==> src/rtl/obs_mult_pkg.sv <==
// Shared constants and FSM state type for the split carry-less multiplier.
package obs_mult_pkg;

   localparam int OBS_N = 26;
   localparam int OBS_H = 13;
   localparam int OBS_P = 25;

   typedef enum logic [1:0] {
      IDLE,
      BUSY,
      DONE
   } state_t;

endpackage

==> src/rtl/clmul_bitserial_13bit.sv <==
// One MSB-first shift-XOR accumulator: a GF(2) product of an H-bit
// multiplicand and a multiplier fed one bit per step.
module clmul_bitserial_13bit
   import obs_mult_pkg::*;
#(
   parameter int H = OBS_H,
   parameter int P = 2*H-1
) (
   input  logic         clk,
   input  logic         rst_n,
   input  logic         i_clear,
   input  logic         i_step,
   input  logic [H-1:0] i_mcand,
   input  logic         i_mbit,
   output logic [P-1:0] o_acc
);

   logic [P-1:0] r_acc;
   logic [P-1:0] w_addend;

   assign w_addend = i_mbit ? {{(P-H){1'b0}}, i_mcand} : '0;

   always_ff @(posedge clk or negedge rst_n) begin
      if (!rst_n) begin
         r_acc <= '0;
      end else if (i_clear) begin
         r_acc <= '0;
      end else if (i_step) begin
         r_acc <= (r_acc << 1) ^ w_addend;
      end
   end

   assign o_acc = r_acc;

endmodule

==> src/rtl/obs_split_mult_26bit.sv <==
// Even/odd split of two N-bit GF(2) operands into four bit-serial
// half-width carry-less products, with a valid/ready handshake.
module obs_split_mult_26bit
   import obs_mult_pkg::*;
#(
   parameter int N = OBS_N,
   parameter int H = N/2,
   parameter int P = 2*H-1
) (
   input  logic         clk,
   input  logic         rst_n,
   input  logic         in_valid,
   output logic         in_ready,
   input  logic [N-1:0] a_in,
   input  logic [N-1:0] b_in,
   output logic         out_valid,
   input  logic         out_ready,
   output logic [P-1:0] p_ee,
   output logic [P-1:0] p_eo,
   output logic [P-1:0] p_oe,
   output logic [P-1:0] p_oo
);

   localparam int CW = (H > 1) ? $clog2(H) : 1;
   localparam logic [CW-1:0] CNT_TOP = CW'(H-1);

   state_t        r_state;
   logic [CW-1:0] r_cnt;
   logic          r_in_ready;
   logic          r_out_valid;
   logic [H-1:0]  r_ae, r_ao, r_be, r_bo;

   logic [H-1:0]  w_ae, w_ao, w_be, w_bo;
   logic          w_accept;
   logic          w_step;
   logic          w_be_bit;
   logic          w_bo_bit;

   for (genvar j = 0; j < H; j++) begin : g_split
      assign w_ae[j] = a_in[2*j];
      assign w_ao[j] = a_in[2*j+1];
      assign w_be[j] = b_in[2*j];
      assign w_bo[j] = b_in[2*j+1];
   end

   assign w_accept = (r_state == IDLE) && in_valid;
   assign w_step   = (r_state == BUSY);
   assign w_be_bit = r_be[r_cnt];
   assign w_bo_bit = r_bo[r_cnt];

   always_ff @(posedge clk or negedge rst_n) begin
      if (!rst_n) begin
         r_state     <= IDLE;
         r_cnt       <= '0;
         r_in_ready  <= 1'b1;
         r_out_valid <= 1'b0;
         r_ae        <= '0;
         r_ao        <= '0;
         r_be        <= '0;
         r_bo        <= '0;
      end else begin
         unique case (r_state)
            IDLE: begin
               if (in_valid) begin
                  r_ae       <= w_ae;
                  r_ao       <= w_ao;
                  r_be       <= w_be;
                  r_bo       <= w_bo;
                  r_cnt      <= CNT_TOP;
                  r_in_ready <= 1'b0;
                  r_state    <= BUSY;
               end
            end
            BUSY: begin
               if (r_cnt == '0) begin
                  r_out_valid <= 1'b1;
                  r_state     <= DONE;
               end else begin
                  r_cnt <= r_cnt - 1'b1;
               end
            end
            DONE: begin
               // A new pair is only taken once back in IDLE, never here
               if (out_ready) begin
                  r_out_valid <= 1'b0;
                  r_in_ready  <= 1'b1;
                  r_state     <= IDLE;
               end
            end
            default: begin
               r_out_valid <= 1'b0;
               r_in_ready  <= 1'b1;
               r_state     <= IDLE;
            end
         endcase
      end
   end

   clmul_bitserial_13bit #(.H(H), .P(P)) u_ee (
      .clk     (clk),
      .rst_n   (rst_n),
      .i_clear (w_accept),
      .i_step  (w_step),
      .i_mcand (r_ae),
      .i_mbit  (w_be_bit),
      .o_acc   (p_ee)
   );

   clmul_bitserial_13bit #(.H(H), .P(P)) u_eo (
      .clk     (clk),
      .rst_n   (rst_n),
      .i_clear (w_accept),
      .i_step  (w_step),
      .i_mcand (r_ae),
      .i_mbit  (w_bo_bit),
      .o_acc   (p_eo)
   );

   clmul_bitserial_13bit #(.H(H), .P(P)) u_oe (
      .clk     (clk),
      .rst_n   (rst_n),
      .i_clear (w_accept),
      .i_step  (w_step),
      .i_mcand (r_ao),
      .i_mbit  (w_be_bit),
      .o_acc   (p_oe)
   );

   clmul_bitserial_13bit #(.H(H), .P(P)) u_oo (
      .clk     (clk),
      .rst_n   (rst_n),
      .i_clear (w_accept),
      .i_step  (w_step),
      .i_mcand (r_ao),
      .i_mbit  (w_bo_bit),
      .o_acc   (p_oo)
   );

   assign in_ready  = r_in_ready;
   assign out_valid = r_out_valid;

endmodule
==> config.mk <==
export PLATFORM = sky130hd
export DESIGN_NAME = obs_split_mult_26bit
export DESIGN_NICKNAME = d
export VERILOG_FILES = /design/src/rtl/obs_mult_pkg.sv /design/src/rtl/clmul_bitserial_13bit.sv /design/src/rtl/obs_split_mult_26bit.sv
export SDC_FILE = /design/constraint.sdc
export NUM_CORES = 1
export LEC_CHECK = 0
export CORE_MARGIN = 3
export CORE_UTILIZATION = 35
export CTS_CLUSTER_DIAMETER = 200
export DETAILED_ROUTE_END_ITERATION = 8
export SLEW_MARGIN = 40
export SYNTH_ARGS = -nofsm -noshare
export SYNTH_HDL_FRONTEND = slang
export SYNTH_SLANG_ARGS = --single-unit
==> constraint.sdc <==
create_clock -name clk -period 2.4 [get_ports clk]
set_clock_uncertainty 0.05 [all_clocks]
set_input_delay 0.48 -clock clk [delete_from_list [all_inputs] [get_ports clk]]
set_output_delay 0.48 -clock clk [all_outputs]
set_load 0.03 [all_outputs]
# Yosys cells after proc, flatten, opt, wreduce, memory -nomap -nowiden
# Cells that the tools add are included.
# classes
muxes	29
magnitude_cmp	1
n_bitwise	6
n_reduce_logical	10
addsub	1
eq_ne	6
# ops
operator	n
25-bit 2-to-1 mux	8
25-bit bitwise XOR	4
13-bit 2-to-1 mux	4
3-bit AND reduction	4
1-bit binary-select mux with 4-bit select	2
4-bit 2-to-1 mux	2
2-bit != test (second input constant)	4
4-bit one-hot mux with 2 select lines	1
1-bit 2-to-1 mux	6
2-bit 2-to-1 mux	3
1-bit one-hot mux with 3 select lines	2
2-bit one-hot mux with 3 select lines	1
4-bit by 5-bit < comparator with 1-bit output (second input constant)	1
4-bit logical NOT	1
2-bit nonzero test	2
4-bit by 1-bit subtractor with 4-bit output (second input constant)	1
2-bit by 1-bit == test with 1-bit output (second input constant)	1
2-bit == test (second input constant)	1
2-bit logical NOT	1
1-bit NOT	2
2-bit AND reduction	1
1-bit logical AND	1
# word_totals
out_inout_bits	102
reg_bits	160
elab_cells	65
in_bits	56

# Logic depth before layout (Yosys ltp)
# logic_depth
ltp_word	6
ltp_mapped	8
mapped_depth_nobuf	7

# Cells and area by module
# From an unflattened synthesis, not the netlist that was laid out.
# unflattened
hier_cells	725
hier_area_um2	7672.4
# by_module_without_submodules
module	instances	area_each_um2	cells_per_inst	seq_area_each_um2
clmul_bitserial_13bit	4	1280.0	110	625.6
obs_split_mult_26bit	1	2552.4	285	1502.7

# Worst setup path after synthesis
# Ideal clock, no wire load.
# synth_path
kind	register to register
startpoint	register r_cnt[0]
endpoint	register u_oo.r_acc[5], in the netlist u_oo.o_acc[5]
t_arrival_ns	1.807
required_ns	2.207
setup_time_ns	0.143
setup_slack_ns	0.400
stages_incl_launch_ff	8
path_buffers	2
period_less_slack_ns	2.000
path_cell_list	dfrtp_1 buf_6 mux4_2 mux2i_4 buf_2 nor3_1 a41oi_2 o211ai_2
# synth_via
elab_chain_cells	6
# synth_rtl
item	line_no	text
start, declared	obs_split_mult_26bit.sv:28	logic [CW-1:0] r_cnt;
start signal, assigned	obs_split_mult_26bit.sv:79	r_cnt <= r_cnt - 1'b1;
1-bit binary-select mux with 4-bit select	obs_split_mult_26bit.sv:49	assign w_bo_bit = r_bo[r_cnt];
1-bit 2-to-1 mux (implied by the code)	obs_split_mult_26bit.sv:49	
13-bit 2-to-1 mux	clmul_bitserial_13bit.sv:21	assign w_addend = i_mbit ? {{(P-H){1'b0}}, i_mcand} : '0;
25-bit bitwise XOR	clmul_bitserial_13bit.sv:29	r_acc <= (r_acc << 1) ^ w_addend;
25-bit 2-to-1 mux	clmul_bitserial_13bit.sv:28	end else if (i_step) begin
25-bit 2-to-1 mux	clmul_bitserial_13bit.sv:26	end else if (i_clear) begin
end signal, assigned	clmul_bitserial_13bit.sv:29	
end, declared	clmul_bitserial_13bit.sv:18	logic [P-1:0] r_acc;
# No other way between the ends. The select of a mux whose other input is x is not followed.
# A chain may end at the register's enable or synchronous reset.

# Worst setup path after layout
# layout_path
startpoint	register r_cnt[0]
endpoint	register u_oe.r_acc[6], in the netlist u_oe.o_acc[6]
# layout_via
elab_chain_cells	6
# layout_rtl
item	line_no	text
1-bit binary-select mux with 4-bit select	obs_split_mult_26bit.sv:48	assign w_be_bit = r_be[r_cnt];
1-bit 2-to-1 mux (implied by the code)	obs_split_mult_26bit.sv:48	
13-bit 2-to-1 mux	clmul_bitserial_13bit.sv:21	
25-bit bitwise XOR	clmul_bitserial_13bit.sv:29	
25-bit 2-to-1 mux	clmul_bitserial_13bit.sv:28	
25-bit 2-to-1 mux	clmul_bitserial_13bit.sv:26	
end signal, assigned	clmul_bitserial_13bit.sv:29	
end, declared	clmul_bitserial_13bit.sv:18	
# No other way between the ends. The select of a mux whose other input is x is not followed.

==> run_results.csv <==
group,metric,value,unit
global_route,first_global_vias,6317,
timing,tns,0,ns
setup_path,critPathCaptureType,"flip-flop",
setup_path,crit_required,2.65,ns
drt,first_pass_iters,4,
setup_path,reg2reg_setup_slack,0.19,ns
floorplanning,num_io_pins,158,
floorplanning,die_h,159,um
clocking,cts_tree,"built",
power,vdd_drop_max,716,uV
global_route,grt_pass1_wl,35500,um
setup_path,slowest_delay,0.63,ns
setup_path,critPathMaxFanout,24,
clocking,clk_pin_slew,0.07,ns
timing,layout_min_cycle_time,2.21,ns
setup_path,cp_cell_sequence,"mux4_1, mux2i_4, buf_4, nor3_1, a41oi_2, o211ai_2",
synthesis,synth-edff-count,0,
synthesis,synth_cell_types,41,
global_route,grt_max_degree,54,
drt,ant_nets,0,
synthesis,synth_simple_gate_area_share,9.72,%
floorplanning,die_w,159,um
drt,drt_iter0_drc,371,
floorplanning,die-area,0.0251,mm^2
global_route,grt_overflow,0,
synthesis,synth_xor_area_share,0,%
floorplanning,rows,55,
timing,final-hold-violation-count,0,
synthesis,avgSynthCellArea,12.0,um^2
synthesis,synthArstFlopShare,100,%
clocking,cts_resized,0,
place,gp_congestion,0.759,
clocking,cts.sinks,160,
place,io_buffers,157,
finish,nets,874,
synthesis,synth_top_family_by_area,"compound AO/OA/AOI/OAI gates",
min_path,hold_depth,1,
clocking,cts_root_buf,"clkbuf_16",
finish,area_growth_syn_to_layout,32.6,%
clocking,cts_buffer_depth,2,
synthesis,yosysWarnings,0,
timing,final-setup-viol-count,0,
finish,nFillCells,2076,
drt,route.detailed.drc,0,
timing,period_share,92.2,%
min_path,hp-class,"flip-flop to flip-flop",
synthesis,synth-seq-cells,160,
timing,rsz0062_at_grt,"no",
synthesis,synth_top_area_share,48.8,%
synthesis,synth-compound-area-share,29.3,%
synthesis,yosysMostFrequentCell,"dfrtp_1",
place,dp_hpwl,14400,um
floorplanning,initial_core_util,35.8,%
synthesis,synthMuxAreaShare,5.99,%
drt,wl,22400,um
synthesis,yosys.area.top_type,"dfrtp_1",
clocking,worstSkewPairLatency,0.43,ns
job,maxCapViolations,0,
global_route,grt_antenna_before_repair,0,
setup_path,r2r_end,"u_oe.o_acc[6]",
clocking,cts_made_buffers,17,
timing,slew_viol_final,0,
setup_path,reg2reg_depth,6,
timing,worst_pin_slew,0.571,ns
setup_path,endpoint,"u_oe.o_acc[6]",
finish,register_area,0.00401,mm^2
drt,detail_route.wl_per_cell,19.6,um
setup_path,cp-start-kind,"flip-flop",
synthesis,yosys-top-cells-count,"dfrtp_1 (159), or3_1 (49), a22o_1 (48), a32oi_1 (48), nor3_1 (48)",
power,leakage,0.00414,uW
clocking,cts.htree.levels,4,
setup_path,worstPathArrival,2.46,ns
setup_path,crit_slowest_cell,"mux4_1",
synthesis,synth_fp_nets,737,
finish,multi_input_area,0.00372,mm^2
finish,drive_above_1_share,22.3,%
global_route,grtUsageTotal,17.9,%
run_status,status,"completed",
synthesis,synthCells,680,
setup_path,timing.rr.start,"r_cnt[0]",
drt,vias,6463,
synthesis,netlist_area,0.00815,mm^2
drt,vias_per_cell,5.65,
finish,antenna_cells,0,
synthesis,dominantRegCellSynth,"dfrtp_1",
timing,whs,0.451,ns
timing,slew_headroom,61.8,%
timing,max_freq,0.452,GHz
synthesis,synthAdderAreaFrac,0.154,%
setup_path,criticalPathCategory,"flip-flop to flip-flop",
synthesis,yosysSeqAreaShare,49.2,%
setup_path,crit_start,"r_cnt[0]",
synthesis,synth_area_leaders,"dfrtp_1 (49%), a41oi_2 (8.0%), o211ai_2 (6.1%)",
power,powerDensity,1700,mW/mm^2
floorplanning,core_area,0.0228,mm^2
==> cell families after synthesis <==
family,count (synthesis)
AO/OA/AOI/OAI,234
flip-flops,160
AND/OR/NAND/NOR,150
buffers and inverters,98
multiplexers,37
adder cells (fa/ha/maj),1
==> worst min-delay path by stage <==
stage                   start        endpoint  slack (ns)
4_1_cts        u_eo.o_acc[24]  u_eo.o_acc[24]        0.46
3_3_place_gp            rst_n   u_oo.o_acc[4]        0.38
2_1_floorplan           rst_n       out_valid        0.13
6_report       u_oe.o_acc[24]  u_oe.o_acc[24]        0.45
5_1_grt        u_oe.o_acc[24]  u_oe.o_acc[24]        0.47
3_5_place_dp            rst_n   u_oe.o_acc[7]        0.38
==> sequential cells by signal, indices dropped and copies added, names as in the netlist <==
signal and flops:
in_ready 1, u_oo.o_acc 25, out_valid 1, r_bo 13, u_oe.o_acc 25, u_ee.o_acc 25, r_ao 13, u_eo.o_acc 25
r_state 2, r_be 13, r_ae 13, r_cnt 4
==> report_power, final <==
part,switching [uW],leakage (uW),internal [uW]
logic,5870,0.00186,4420
registers,1260,0.00199,3990
clock network,1230,0.000292,1570
==> through the flow <==
stage / area (um^2) / std cells / util, % / setup WS (ns) / total power, uW
6_report: 10800 / 1143 / 47.4 / 0.187 / 18300
5_1_grt: 10800 / 1143 / 47.4 / 0.0386 / 19500
4_1_cts: 10800 / 1143 / 47.4 / 0.176 / 18500
3_5_place_dp: 10200 / 1110 / 44.8 / 0.196 / 15600
3_3_place_gp: 10200 / 1110 / 44.8 / 0.237 / 15500
2_1_floorplan: 8150 / 680 / - / 0.400 / 12000
==> metal layers <==
metal	vias up	track usage [%]	part of all wire, %
met5	-	0	0
met4	0	4.96	1.6
met3	21	3.86	4.4
met2	159	28.0	48
met1	3325	25.2	46
li1	2958	-	-
==> worst max-delay path, delay by kind of cell, from the launching register on <==
kind | cells | cell delay (ns)
DFF | 1 | 0.48
AOI/OAI and AO/OA | 2 | 0.29
and+or+nand+nor | 1 | 0.11
muxes | 2 | 0.81
buffers and inverters | 1 | 0.33
==> layout make-up <==
cell class	instances	area share, %
Tap cell	313	3.63
Multi-Input combinational cell	422	34.4
Sequential cell	160	37.1
Clock inverter	15	1.59
Inverter	28	0.973
Timing Repair Buffer	188	18.4
Clock buffer	17	3.94
==> repair_timing <==
item / CTS / global route
hold buffers: 1 / 0
buffers inserted: 0 / 0
hold endpoints to repair: 38 / 0
==> cells in the final DEF, fill, tap and decap left out, types with 27 or more instances in the layout <==
master / count
nor3_1: 48
clkdlybuf4s50_1: 156
or3_1: 49
mux2_2: 28
a32oi_1: 48
dfrtp_1: 158
nand2_1: 29
o21ai_0: 27
a41oi_2: 40
a22o_1: 48
o211ai_2: 40
Note: power is estimated with default switching activity, not from simulation.
